<file path="config.mk">
export PLATFORM = sky130hd
export DESIGN_NAME = hilo_muldiv_ctrl
export DESIGN_NICKNAME = d
export VERILOG_FILES = /design/src/rtl/muldiv_pkg.sv /design/src/rtl/div_iter_core.sv /design/src/rtl/hilo_muldiv_ctrl.sv
export SDC_FILE = /design/constraint.sdc
export NUM_CORES = 2
export LEC_CHECK = 0
export ABC_CLOCK_PERIOD_IN_PS = 8400
export BUFFER_PORTS_ARGS = -buffer_cell sky130_fd_sc_hd__buf_2
export CELL_PAD_IN_SITES_DETAIL_PLACEMENT = 1
export CELL_PAD_IN_SITES_GLOBAL_PLACEMENT = 2
export CORE_MARGIN = 3
export CORE_UTILIZATION = 30
export DETAILED_ROUTE_END_ITERATION = 8
export PLACE_DENSITY_LB_ADDON = 0.2
export SETUP_SLACK_MARGIN = 0.05
export SYNTH_ARGS = -nofsm -noshare
export SYNTH_HDL_FRONTEND = slang
export SYNTH_HIERARCHICAL = 1
export SYNTH_SLANG_ARGS = --single-unit
export TNS_END_PERCENT = 1
</file>
<file path="constraint.sdc">
create_clock -name clk -period 8.4 [get_ports clk]
set_input_delay 1.68 -clock clk [delete_from_list [all_inputs] [get_ports clk]]
set_output_delay 1.68 -clock clk [all_outputs]
set_load 0.01 [all_outputs]
</file>
<file path="src/rtl/muldiv_pkg.sv">
// Shared types and constants for the HI/LO multiply/divide sequencer.
// Optional feature macro: MULDIV_EARLY_OUT_EN (see hilo_muldiv_ctrl).
package muldiv_pkg;

  typedef enum logic [1:0] {
    OP_MULT  = 2'b00,
    OP_MULTU = 2'b01,
    OP_DIV   = 2'b10,
    OP_DIVU  = 2'b11
  } op_e;

  typedef enum logic [2:0] {
    IDLE,
    MUL,
    DIV,
    FIX,
    WB
  } state_e;

  localparam logic [2:0]  HILO_FLAG_BOTH = 3'b111;
  localparam int unsigned DIV_ITER       = 32;
  localparam int unsigned DIV_CNT_W      = $clog2(DIV_ITER);

  // Sign- or zero-extend both operands to 64 bits; the truncated product is then
  // correct for both signed and unsigned multiplies.
  function automatic logic [63:0] mul64(input logic sgn, input logic [31:0] a,
                                        input logic [31:0] b);
    logic [63:0] ea;
    logic [63:0] eb;
    ea = {{32{sgn & a[31]}}, a};
    eb = {{32{sgn & b[31]}}, b};
    return ea * eb;
  endfunction

  function automatic logic [31:0] abs32(input logic sgn, input logic [31:0] v);
    return (sgn & v[31]) ? (~v + 32'd1) : v;
  endfunction

endpackage

</file>
<file path="src/rtl/div_iter_core.sv">
// Restoring unsigned divider datapath: one quotient bit per step, DIV_ITER steps.
// load_i with bypass_i presets quotient 0 / remainder = dividend (early-out path).
module div_iter_core
  import muldiv_pkg::*;
(
  input  logic        clk_i,
  input  logic        rst_ni,
  input  logic        load_i,
  input  logic        bypass_i,
  input  logic        step_i,
  input  logic [31:0] dividend_i,
  input  logic [31:0] divisor_i,
  output logic [31:0] quotient_o,
  output logic [31:0] remainder_o,
  output logic        last_o
);

  logic [31:0]          quo_q, quo_d;
  logic [31:0]          rem_q, rem_d;
  logic [31:0]          dvs_q, dvs_d;
  logic [DIV_CNT_W-1:0] cnt_q, cnt_d;
  logic [32:0]          rem_sh;
  logic [32:0]          diff;

  always_comb begin
    quo_d  = quo_q;
    rem_d  = rem_q;
    dvs_d  = dvs_q;
    cnt_d  = cnt_q;
    // The remainder is always below the divisor, so the shifted value fits 33 bits
    // and bit 32 of the difference is a clean borrow flag.
    rem_sh = {rem_q, quo_q[31]};
    diff   = rem_sh - {1'b0, dvs_q};
    if (load_i) begin
      quo_d = bypass_i ? 32'd0 : dividend_i;
      rem_d = bypass_i ? dividend_i : 32'd0;
      dvs_d = divisor_i;
      cnt_d = '0;
    end else if (step_i) begin
      cnt_d = cnt_q + DIV_CNT_W'(1);
      if (!diff[32]) begin
        rem_d = diff[31:0];
        quo_d = {quo_q[30:0], 1'b1};
      end else begin
        rem_d = rem_sh[31:0];
        quo_d = {quo_q[30:0], 1'b0};
      end
    end
  end

  always_ff @(posedge clk_i or negedge rst_ni) begin
    if (!rst_ni) begin
      quo_q <= '0;
      rem_q <= '0;
      dvs_q <= '0;
      cnt_q <= '0;
    end else begin
      quo_q <= quo_d;
      rem_q <= rem_d;
      dvs_q <= dvs_d;
      cnt_q <= cnt_d;
    end
  end

  assign quotient_o  = quo_q;
  assign remainder_o = rem_q;
  assign last_o      = (cnt_q == DIV_CNT_W'(DIV_ITER - 1));

endmodule

</file>
<file path="src/rtl/hilo_muldiv_ctrl.sv">
// MULT/MULTU/DIV/DIVU sequencer owning the single 64-bit HI/LO register-file write.
// Define MULDIV_EARLY_OUT_EN to let divides with |a| < |b| skip the iteration loop.
module hilo_muldiv_ctrl
  import muldiv_pkg::*;
#(
  parameter int unsigned MUL_LAT = 2
) (
  input  logic        clk,
  input  logic        rst_n,
  input  logic        start,
  input  logic [1:0]  op,
  input  logic [31:0] src_a,
  input  logic [31:0] src_b,
  input  logic        flush,
  output logic        stall,
  output logic        busy,
  output logic        hilo_we,
  output logic [63:0] hilo_wd,
  output logic [2:0]  hilo_flag,
  output logic        div_zero
);

  // Counter value on the last MUL-state cycle; MUL is skipped entirely when MUL_LAT == 1.
  localparam int unsigned MulLast = (MUL_LAT > 1) ? MUL_LAT - 2 : 0;

  state_e      state_q, state_d;
  logic        busy_q, busy_d;
  op_e         op_q, op_d;
  logic [31:0] a_q, a_d;
  logic [31:0] b_q, b_d;
  logic        q_neg_q, q_neg_d;
  logic        r_neg_q, r_neg_d;
  logic        dz_q, dz_d;
  logic [7:0]  mul_cnt_q, mul_cnt_d;
  logic [63:0] hilo_wd_q, hilo_wd_d;

  op_e         op_in;
  logic        accept;
  logic        in_signed_div;
  logic        b_zero;
  logic [31:0] abs_a;
  logic [31:0] abs_b;
  logic        early;
  logic        div_load;
  logic        div_step;
  logic [31:0] quotient;
  logic [31:0] remainder;
  logic        div_last;
  logic [31:0] q_fix;
  logic [31:0] r_fix;

  assign op_in         = op_e'(op);
  assign accept        = start & ~flush & (state_q == IDLE);
  assign in_signed_div = (op_in == OP_DIV);
  assign b_zero        = (src_b == 32'd0);
  assign abs_a         = abs32(in_signed_div, src_a);
  assign abs_b         = abs32(in_signed_div, src_b);

`ifdef MULDIV_EARLY_OUT_EN
  assign early = ~b_zero & (abs_a < abs_b);
`else
  assign early = 1'b0;
`endif

  assign div_load = accept & op[1] & ~b_zero;
  assign div_step = (state_q == DIV);

  div_iter_core u_div_iter_core (
    .clk_i      (clk),
    .rst_ni     (rst_n),
    .load_i     (div_load),
    .bypass_i   (early),
    .step_i     (div_step),
    .dividend_i (abs_a),
    .divisor_i  (abs_b),
    .quotient_o (quotient),
    .remainder_o(remainder),
    .last_o     (div_last)
  );

  assign q_fix = q_neg_q ? (~quotient + 32'd1) : quotient;
  assign r_fix = r_neg_q ? (~remainder + 32'd1) : remainder;

  // State register
  always_ff @(posedge clk or negedge rst_n) begin
    if (!rst_n) begin
      state_q <= IDLE;
      busy_q  <= 1'b0;
    end else begin
      state_q <= state_d;
      busy_q  <= busy_d;
    end
  end

  // Next-state logic
  always_comb begin
    state_d = state_q;
    unique case (state_q)
      IDLE: begin
        if (accept) begin
          if (!op[1]) begin
            state_d = (MUL_LAT == 1) ? WB : MUL;
          end else if (b_zero) begin
            state_d = WB;
          end else if (early) begin
            state_d = FIX;
          end else begin
            state_d = DIV;
          end
        end
      end
      MUL:     if (mul_cnt_q == 8'(MulLast)) state_d = WB;
      DIV:     if (div_last) state_d = FIX;
      FIX:     state_d = WB;
      WB:      state_d = IDLE;
      default: state_d = IDLE;
    endcase
    if (flush && (state_q != IDLE)) state_d = IDLE;
    busy_d = (state_d != IDLE);
  end

  // Operand latch, multiply pipeline and divide sign fix-up
  always_comb begin
    op_d      = op_q;
    a_d       = a_q;
    b_d       = b_q;
    q_neg_d   = q_neg_q;
    r_neg_d   = r_neg_q;
    dz_d      = dz_q;
    mul_cnt_d = mul_cnt_q;
    hilo_wd_d = hilo_wd_q;
    if (accept) begin
      op_d      = op_in;
      a_d       = src_a;
      b_d       = src_b;
      q_neg_d   = in_signed_div & (src_a[31] ^ src_b[31]);
      r_neg_d   = in_signed_div & src_a[31];
      dz_d      = op[1] & b_zero;
      mul_cnt_d = 8'd0;
      if ((MUL_LAT == 1) && !op[1]) hilo_wd_d = mul64(op_in == OP_MULT, src_a, src_b);
    end else if (!flush) begin
      if (state_q == MUL) begin
        mul_cnt_d = mul_cnt_q + 8'd1;
        if (mul_cnt_q == 8'(MulLast)) hilo_wd_d = mul64(op_q == OP_MULT, a_q, b_q);
      end else if (state_q == FIX) begin
        hilo_wd_d = {r_fix, q_fix};
      end
    end
  end

  always_ff @(posedge clk or negedge rst_n) begin
    if (!rst_n) begin
      op_q      <= OP_MULT;
      a_q       <= '0;
      b_q       <= '0;
      q_neg_q   <= 1'b0;
      r_neg_q   <= 1'b0;
      dz_q      <= 1'b0;
      mul_cnt_q <= '0;
      hilo_wd_q <= '0;
    end else begin
      op_q      <= op_d;
      a_q       <= a_d;
      b_q       <= b_d;
      q_neg_q   <= q_neg_d;
      r_neg_q   <= r_neg_d;
      dz_q      <= dz_d;
      mul_cnt_q <= mul_cnt_d;
      hilo_wd_q <= hilo_wd_d;
    end
  end

  // Outputs: WB releases the pipeline while the write is on the port
  always_comb begin
    busy      = busy_q;
    stall     = (busy_q & (state_q != WB)) | accept;
    hilo_we   = (state_q == WB) & ~dz_q;
    div_zero  = (state_q == WB) & dz_q;
    hilo_flag = hilo_we ? HILO_FLAG_BOTH : 3'b000;
    hilo_wd   = hilo_wd_q;
  end

endmodule

</file>
==> results.toml <==
[clock_tree]
hold_buffers = 0
cts_root_buf = "clkbuf_16"
cts_buffers = 35
clk_path_buf_depth = 3
clk_pin_slew_ps = 70
cts.sinks = 246
tritoncts = "done"
clock_latency_ps = 550
htree_levels = 2

[layout]
fillers = 20777
area_growth_pct = 10.5
final_common_cell = "inv_1"
final_area_sq_um = 59500
drive_above_1_share = 0.0768
fin_nets = 7685
multi_input_comb_area_sq_um = 41800
regArea_sq_um = 6170
layout_common_cells = "1252 x inv_1, 1249 x nand2_1, 1124 x fa_1"

[global_route]
grt_pass1_vias = 46840
grt_usage = 0.211
grt-ovfl-total = 0
grt_max_degree = 140
grt_pass1_wl_microns = 299000
antenna_found_initial = 10

[route]
drc = 0
dr.pass1.iters = 5
routed_wl_microns = 191000
ant_nets = 0
vias_per_cell = 4.80
vias = 41288
drt-initial-drc-count = 1936
wl_per_cell_microns = 22.2

[floorplanning]
die_area_sq_um = 185000
ioPinCount = 141
start_util = 0.304
die_y_microns = 430
core_sq_um = 177000
dieWidth_microns = 430
num_rows = 154

[yosys]
ys_warn_count = 6
synth-main-ff-cell = "dfrtp_1"
synth_top_family_by_area = "adder cells"
avgSynthCellArea_sq_um = 8.66
synth_compound_area_frac = 0.0798
async_flop_share = 1.00
synthMuxAreaShare = 0.0105
syn-instance-count = 6219
synthSimpleGateAreaFrac = 0.168
ys_seq_area_frac = 0.114
synth-xor-area-share = 0.0376
yosys.cell_types.count = 86
synth-edff-count = 0
synth_fa_ha_area_frac = 0.477
netlist_area_sq_um = 53800
synth-seq-cells = 246

[timing]
rsz0062_at_grt = "yes"
max_freq_ghz = 0.124
fin_crit_ps = 8070
setup_viol = 0
hold_viol = 0
worst_pin_slew_ps = 1910
slew_headroom = -0.277
finalCritPeriodShare = 0.960
slew_violations = 32
fin_skew_ps = 28.8

[setup_path]
cp-end-kind = "flop"
cp-startpoint = "a_q[20]"
cp_max_fo = 13
path_delay_family = "adder cells"
critical_path_cell_count = 25
worst_ep_required_time_ps = 8790
path_common_cell = "fa_1"
cp_num_buf_inv = 7
r2r_start = "a_q[20]"
critPathArrivalTime_ps = 8460
ff2ff_path_depth = 25
crit_path_top_delay_cell = "fa_1"
slowest_delay_ps = 580
critPathLaunchType = "flop"
worstSetupPathType = "reg2reg"

[min_path]
hold_path_class = "reg2reg"
worstHoldPathCells = 2
hold_start = "hilo_wd[17]"

[place]
gp_congestion = 0.882
placement.io_buffers = 140
placed_area_sq_um = 58200
hpwl_microns = 160000

[run]
maxCapViolCount = 0

[status]
violations = "max-slew violations"
status = "finished, violations left"
-- metal layers --
layer / track usage / vias up / routed length (microns)
met3: 0.0119 / 129 / 3590
met4: 0.0392 / 0 / 3700
met1: 0.296 / 21990 / 90000
met5: 0 / - / 0
li1: - / 18742 / -
met2: 0.363 / 427 / 94000
-- cells in the mapped netlist (9+ instances only) --
library cell  instances  share of area
or3_1                27         0.0031
nand3_1              59         0.0055
nand4_1              21         0.0024
a21oi_1             168          0.016
nand3b_1             20         0.0028
nor3b_1              10         0.0014
xor2_1              106          0.017
nand2b_1             16         0.0019
dfrtp_1             246           0.11
nor4_1               12         0.0014
a31oi_1              27         0.0031
nor3_1               47         0.0044
o41ai_2              11         0.0033
a211oi_1             15         0.0021
and2_1              267          0.031
o31ai_1              36         0.0050
ha_1                252          0.059
a21o_1               57         0.0079
or2_2                12         0.0014
o21bai_1             19         0.0026
inv_1              1254          0.087
o21ai_1              23         0.0021
nand2_1            1249          0.087
and3_1               39         0.0045
xnor2_1             120          0.020
nor2_1              208          0.015
clkbuf_1            336          0.023
fa_1               1126           0.42
o211ai_1             13         0.0018
mux2i_1              54          0.010
o21a_1               20         0.0028
nor2b_1              16         0.0019
o41ai_1               9         0.0015
o21ai_0             197          0.018
-- cells by family (layout without fill, tap and decap cells) --
kind of cell               count (synthesis)  after routing
AOI/OAI and AO/OA                        672            672
xor gates and xnor gates                 228            228
adders and majority gates               1378           1378
buffers and inverters                   1608           1645
DFF                                      246            246
muxes                                     56             56
other                                      1             12
and+or+nand+nor                         2030           2030
-- cell type report --
class / instances / area share
Tap cell: 2340 / 0.0492
Multi-Input combinational cell: 4368 / 0.703
Inverter: 1254 / 0.0792
Clock buffer: 49 / 0.0170
Sequential cell: 246 / 0.104
Clock inverter: 10 / 0.00124
Antenna cell: 8 / 0.000337
Timing Repair Buffer: 332 / 0.0468
-- registers in the layout (all words and copies together), names as in the netlist --
name	flops
hilo_wd	64
a_q	32
b_q	32
u_div_iter_core/dvs_q	32
u_div_iter_core/quotient_o	32
u_div_iter_core/remainder_o	32
mul_cnt_q	8
u_div_iter_core/cnt_q	5
state_q	3
op_q	2
busy	1
dz_q	1
q_neg_q	1
r_neg_q	1
-- worst paths after layout --
kind	slack [ps]	end
worst max-delay path	330	hilo_wd[55]
worst min-delay path	480	hilo_wd[17]
worst max register to register	330	hilo_wd[55]
worst min register to register	480	hilo_wd[17]
max in group asynchronous	6010	a_q[31]
min in group asynchronous	1070	mul_cnt_q[5]
-- repair_timing --
| action | in CTS | in global routing |
|---|---|---|
| pin swaps | 0 | 7 |
| gates resized for setup | 5 | 38 |
| hold endpoints to repair | 0 | 0 |
| setup buffers | 0 | 1 |
| setup endpoints to repair | 4 | 23 |
-- worst min-delay path, stage by stage, from the launching register on --
cell and delay [ps]:
dfrtp_1 330, nand2_1 50, o21ai_0 60
-- through the flow --
| stage | cells | TNS [ps] | setup slack [ps] | utilization | hold slack (ps) |
|---|---|---|---|---|---|
| finish | 8607 | 0 | 332 | 0.336 | 475 |
| floorplan | 6222 | 0 | 301 | - | 447 |
| detailed placement | 8539 | 0 | 11.5 | 0.328 | 465 |
| CTS | 8598 | 0 | 48.2 | 0.335 | 478 |
| global placement | 8539 | 0 | 61.4 | 0.328 | 462 |
| global route | 8603 | -21.3 | -11.2 | 0.335 | 508 |
Power is not shown: default switching activity piles up to over one toggle a cycle in this logic, so the estimate is an artifact.
